File: src/rtl/spram_arb_pkg.sv
// Shared types and constants for the two-port single-port-RAM arbiter.
// The port index is a single bit because exactly two requesters share the macro.
package spram_arb_pkg;

    typedef enum logic {
        ARB  = 1'b0,
        LOCK = 1'b1
    } arb_state_e;

    localparam int LOCK_MAX   = 16;
    localparam int LOCK_CNT_W = $clog2(LOCK_MAX);

    typedef logic port_idx_t;

    function automatic port_idx_t other_port(input port_idx_t p);
        return ~p;
    endfunction

endpackage

File: src/rtl/spram_rd_tag_pipe.sv
// Carries {valid, owner port} for each issued read alongside the macro's read latency,
// so the returned dataout can be steered to the port that asked for it.
module spram_rd_tag_pipe
    import spram_arb_pkg::*;
#(
    parameter int RD_LAT = 1
) (
    input  logic      clk,
    input  logic      reset_n,
    input  logic      push_vld,
    input  port_idx_t push_port,
    output logic      pop_vld,
    output port_idx_t pop_port
);

    logic [RD_LAT-1:0] vld_p;
    logic [RD_LAT-1:0] port_p;

    always_ff @(posedge clk or negedge reset_n) begin
        if (!reset_n) begin
            vld_p  <= '0;
            port_p <= '0;
        end else begin
            vld_p[0]  <= push_vld;
            port_p[0] <= push_port;
            for (int i = 1; i < RD_LAT; i++) begin
                vld_p[i]  <= vld_p[i-1];
                port_p[i] <= port_p[i-1];
            end
        end
    end

    assign pop_vld  = vld_p[RD_LAT-1];
    assign pop_port = port_p[RD_LAT-1];

endmodule

File: src/rtl/spram_port_arbiter.sv
// Round-robin arbiter with burst lock and starvation guard sharing one single-port RAM
// macro between two requesters; read data is steered back to its owner after RD_LAT cycles.
module spram_port_arbiter
    import spram_arb_pkg::*;
#(
    parameter int ADDR_W = 9,
    parameter int DATA_W = 40,
    parameter int RD_LAT = 1
) (
    input  logic                  clk,
    input  logic                  reset_n,
    input  logic [1:0]            req_valid,
    output logic [1:0]            req_ready,
    input  logic [1:0]            req_we,
    input  logic [1:0]            req_lock,
    input  logic [2*ADDR_W-1:0]   req_addr,
    input  logic [2*DATA_W-1:0]   req_wdata,
    output logic [1:0]            rsp_valid,
    output logic [DATA_W-1:0]     rsp_rdata,
    output logic [ADDR_W-1:0]     mem_addr,
    output logic [DATA_W-1:0]     mem_datain,
    output logic                  mem_we,
    input  logic [DATA_W-1:0]     mem_dataout
);

    arb_state_e              state_q, state_d;
    port_idx_t               lock_port_q, lock_port_d;
    port_idx_t               rr_ptr_q, rr_ptr_d;
    logic [LOCK_CNT_W-1:0]   lock_cnt_q, lock_cnt_d;
    logic [ADDR_W-1:0]       last_addr_q;
    logic [DATA_W-1:0]       last_data_q;

    logic                    grant;
    port_idx_t               gnt_port;
    logic                    other_vld;
    logic [ADDR_W-1:0]       sel_addr;
    logic [DATA_W-1:0]       sel_data;
    logic                    rd_push;
    logic                    rd_pop_vld;
    port_idx_t               rd_pop_port;

    always_ff @(posedge clk or negedge reset_n) begin
        if (!reset_n) begin
            state_q     <= ARB;
            lock_port_q <= 1'b0;
            rr_ptr_q    <= 1'b0;
            lock_cnt_q  <= '0;
            last_addr_q <= '0;
            last_data_q <= '0;
        end else begin
            state_q     <= state_d;
            lock_port_q <= lock_port_d;
            rr_ptr_q    <= rr_ptr_d;
            lock_cnt_q  <= lock_cnt_d;
            if (grant) begin
                last_addr_q <= sel_addr;
                last_data_q <= sel_data;
            end
        end
    end

    // Grant is withheld while reset is asserted so no request can leak through during reset.
    always_comb begin
        state_d     = state_q;
        lock_port_d = lock_port_q;
        rr_ptr_d    = rr_ptr_q;
        lock_cnt_d  = lock_cnt_q;
        grant       = 1'b0;
        gnt_port    = rr_ptr_q;
        other_vld   = req_valid[other_port(lock_port_q)];
        if (reset_n) begin
            unique case (state_q)
                ARB: begin
                    if (&req_valid) begin
                        grant    = 1'b1;
                        gnt_port = rr_ptr_q;
                    end else if (req_valid[0]) begin
                        grant    = 1'b1;
                        gnt_port = 1'b0;
                    end else if (req_valid[1]) begin
                        grant    = 1'b1;
                        gnt_port = 1'b1;
                    end
                    if (grant) begin
                        rr_ptr_d = other_port(gnt_port);
                        if (req_lock[gnt_port]) begin
                            state_d     = LOCK;
                            lock_port_d = gnt_port;
                            lock_cnt_d  = '0;
                        end
                    end
                end
                LOCK: begin
                    gnt_port   = lock_port_q;
                    grant      = req_valid[lock_port_q];
                    lock_cnt_d = other_vld ? lock_cnt_q + 1'b1 : '0;
                    // Starvation guard: after LOCK_MAX waiting cycles the other port goes next.
                    if (other_vld && lock_cnt_q == LOCK_CNT_W'(LOCK_MAX - 1)) begin
                        state_d  = ARB;
                        rr_ptr_d = other_port(lock_port_q);
                    end else if (grant && !req_lock[lock_port_q]) begin
                        state_d  = ARB;
                        rr_ptr_d = other_port(lock_port_q);
                    end
                end
                default: state_d = ARB;
            endcase
        end
    end

    assign sel_addr = gnt_port ? req_addr[2*ADDR_W-1:ADDR_W]  : req_addr[ADDR_W-1:0];
    assign sel_data = gnt_port ? req_wdata[2*DATA_W-1:DATA_W] : req_wdata[DATA_W-1:0];

    assign req_ready[0] = grant & ~gnt_port;
    assign req_ready[1] = grant &  gnt_port;

    assign mem_we     = grant & req_we[gnt_port];
    assign mem_addr   = grant ? sel_addr : last_addr_q;
    assign mem_datain = grant ? sel_data : last_data_q;

    assign rd_push = grant & ~req_we[gnt_port];

    spram_rd_tag_pipe #(
        .RD_LAT (RD_LAT)
    ) u_tag_pipe (
        .clk       (clk),
        .reset_n   (reset_n),
        .push_vld  (rd_push),
        .push_port (gnt_port),
        .pop_vld   (rd_pop_vld),
        .pop_port  (rd_pop_port)
    );

    assign rsp_valid[0] = rd_pop_vld & ~rd_pop_port;
    assign rsp_valid[1] = rd_pop_vld &  rd_pop_port;
    assign rsp_rdata    = mem_dataout;

endmodule
File: config.mk
export PLATFORM = sky130hd
export DESIGN_NAME = spram_port_arbiter
export DESIGN_NICKNAME = d
export VERILOG_FILES = /design/src/rtl/spram_arb_pkg.sv /design/src/rtl/spram_rd_tag_pipe.sv /design/src/rtl/spram_port_arbiter.sv
export SDC_FILE = /design/constraint.sdc
export NUM_CORES = 1
export LEC_CHECK = 0
export ABC_CLOCK_PERIOD_IN_PS = 3300
export CAP_MARGIN = 20
export CORE_MARGIN = 2
export CORE_UTILIZATION = 40
export CTS_CLUSTER_SIZE = 28
export DETAILED_ROUTE_END_ITERATION = 6
export PLACE_DENSITY = 0.92
export REMOVE_ABC_BUFFERS = 1
export SLEW_MARGIN = 10
export SYNTH_ARGS = -nofsm -noshare
export SYNTH_HDL_FRONTEND = slang
export SYNTH_SLANG_ARGS = --single-unit
export TNS_END_PERCENT = 1
File: constraint.sdc
create_clock -name clk -period 3.3 [get_ports clk]
set_input_delay 0.495 -clock clk [delete_from_list [all_inputs] [get_ports clk]]
set_output_delay 0.495 -clock clk [all_outputs]
set_load 0.02 [all_outputs]
==> reports/summary.txt <==
Post-DRT Antenna Nets: 0
Antenna Cells: 0
Synth Instances: 397
final hold vios: 0
RSZ-0062 raised after global routing: no
Die Area: 10,200 sq um
setup violators final: 0
post-detail-place hpwl: 11,700 um
Root Buffer: clkbuf_8
Fmax achieved: 313 MHz
NetSw: 1.90 mW
Post-synth EDFFs: 0
Worst Path Class, Setup: input port to primary output
CP Max Fanout: 20
first-pass GRT wire length: 22,800 um
synthesis-to-layout area growth: 45.3%
Total GRT Usage: 0.302
max-cap violations: 0
layout cells sized above 1: 0.110
vias in the first global route: 3,809
GR Overflow Total: 0
sequential fraction of the synthesis area: 0.385
CTS tree: built
1st-iter DRT viols: 192
CP startpoint: req_valid[1]
Clock Latency Late Sink: 340 ps
hold_buf cts: 0
Tmin final: 3190 ps
Tcrit/Tclk final: 0.967
Die Y: 101 um
port bufs: 159
Slew Limit Fails: 0
Die Wd: 101 um
largest net degree at the start of global routing: 52
Worst Max-Slew Pin Slew: 669 ps
Net count, final: 651
FFs w/ async S/R, synth: 1.00
CTS clk-pin slew, worst paths: 70 ps
via count: 3,790
Most used DFF post-synth: dfrtp_1
Netlist Area Pre-Place: 3770 sq um
synthesized flop and latch total: 58
Rows: 35
GR peak layer: met2
Clk pwr share: 0.137
RePlAce Congestion: 0.883
Startpoint Class: input port
met1 usage in global routing: 0.297
Ys Warns: 0
placed insts: 604
Vias/cell: 6.12
worst path required time: 2800 ps
DR WL/cell: 24.9 um
met2 GRT Util: 0.461
combinational share of power: 0.610
Leakage: 2.18 nW
initial antenna violation count: 0
clk buf depth: 2
Fin Clk Skew: 8.49 ps
CP arrival: 2700 ps
met3 GRT Util: 0.229
PwrDens: 854 nW/um^2
setup repair bufs after CTS: 0
peak supply drop: 0.000486 V
Net Sw Frac: 0.406
RR Startpoint: lock_port_q
post-route setup TNS: 0 ps
DRC viols: 0
overall routed net length: 15,400 um
# H-tree levels: 3
final worst slack: 109 ps
status: finished, final reports clean
Seq pwr share: 0.253
dpl ws: 102 ps
Slew HR: 0.554
register area: 1450 sq um
Initial DRT Pass Iterations: 4
Critical Path End Type: primary output
I/O Pins: 240
Cell Count, Final, Fillers Out: 619
Multi-input gate area: 1840 sq um
synth unique cells: 44
total power: 4.67 mW
initial cell density of the core: 0.410
total CTS buffers: 9
total core area: 9200 sq um
clk sinks: 58
Int Power: 2.78 mW
filler cell count in the final layout: 776
Hold Crit Class: input port to asynchronous set/reset pin
Avg Cell Area, Syn: 9.49 sq um
stage by stage:
step           utilization  hold WS, ps  area [sq um]
5_1_grt              0.595          303          5470
3_5_place_dp         0.574          542          5280
2_1_floorplan            -          199          3280
4_1_cts              0.594          294          5470
6_report             0.595          300          5470
3_3_place_gp         0.574          537          5280
routing by layer:
| metal | up-vias | wire (um) |
|---|---|---|
| li1 | 1685 | - |
| met1 | 1813 | 5040 |
| met2 | 243 | 6850 |
| met3 | 47 | 2580 |
| met4 | 2 | 844 |
| met5 | - | 72 |
Yosys cell counts (all sizes together), types with 3 or more instances:
master	instances	area share
nor2	6	0.0060
a2bb2oi	49	0.11
nand2b	4	0.0066
a211oi	50	0.11
a31o	3	0.0070
clkbuf	33	0.033
and3	50	0.083
buf	51	0.098
o21ai	50	0.067
dfrtp	58	0.39
nand3b	3	0.0070
a21oi	3	0.0050
nand2	8	0.0080
what timing repair did:
| item | CTS | global route |
|---|---|---|
| resized for setup | 0 | 3 |
| hold endpoints to repair | 0 | 0 |
| endpoints found under the setup margin | 0 | 3 |
area by class of cell:
cell class	instances	share of cell area
Timing Repair Buffer	180	0.338
Multi-Input combinational cell	254	0.337
Sequential cell	58	0.265
Clock buffer	12	0.0265
Tap cell	111	0.0254
Clock inverter	3	0.00731
Inverter	1	0.000686
worst paths after layout:
path | endpoint | slack (ps) | cells after the start
min in group clk | last_data_q[30] | 550 | 1
setup reg to reg | u_tag_pipe.pop_vld | 1450 | 5
hold / removal | lock_port_q | 300 | 2
hold reg to reg | last_data_q[30] | 550 | 1
setup / recovery | mem_datain[36] | 110 | 7
max in group asynchronous | last_addr_q[0] | 2330 | 2
power by group through the flow:
stage | clock, mW | sequential (mW) | combinational (mW)
finish | 0.642 | 1.18 | 2.85
global route | 0.684 | 1.21 | 3.04
detailed placement | 0 | 1.19 | 2.85
floorplan | 0 | 1.17 | 1.56
CTS | 0.654 | 1.18 | 2.85
global placement | 0 | 1.18 | 2.79
placed cells by master (no fill, tap or decap), types with 2 or more instances in the layout:
cell             count
clkbuf_8            10
nor3b_1              2
o21a_1               2
clkdlybuf4s50_1    155
dlymetal6s2s_1       3
nand3b_1             2
nor2b_1              2
o21ai_0             48
buf_4               13
o2111a_1             2
nand2b_1             4
buf_12               8
a211oi_2            11
a31o_2               3
a21oi_1              2
dfrtp_1             58
and3_1              50
a2bb2oi_1           49
a211oi_1            39
o31ai_1              2
nand2_1              8
nor2_1               5
clkbuf_1             2
clkinv_2             2
state kept, by name (all words and copies together) (netlist names):
| name | cells |
|---|---|
| last_addr_q | 9 |
| last_data_q | 40 |
| lock_cnt_q | 4 |
| lock_port_q | 1 |
| rr_ptr_q | 1 |
| state_q | 1 |
| u_tag_pipe.pop_port | 1 |
| u_tag_pipe.pop_vld | 1 |
kinds of logic after synthesis:
group                    share of synthesized area
AO/OA/AOI/OAI                                0.342
adder cells (fa/ha/maj)                    0.00332
buffers and inverters                        0.132
flip-flops                                   0.385
multiplexers                               0.00863
AND/OR/NAND/NOR                              0.129
worst max-delay path, stage by stage:
cell and delay, ps:
clkdlybuf4s50_1 430, nand3b_1 220, a31oi_4 320, buf_12 190, o21ai_0 90, a2bb2oi_1 250, clkdlybuf4s50_1 680
(Power assumes the default switching activity.)
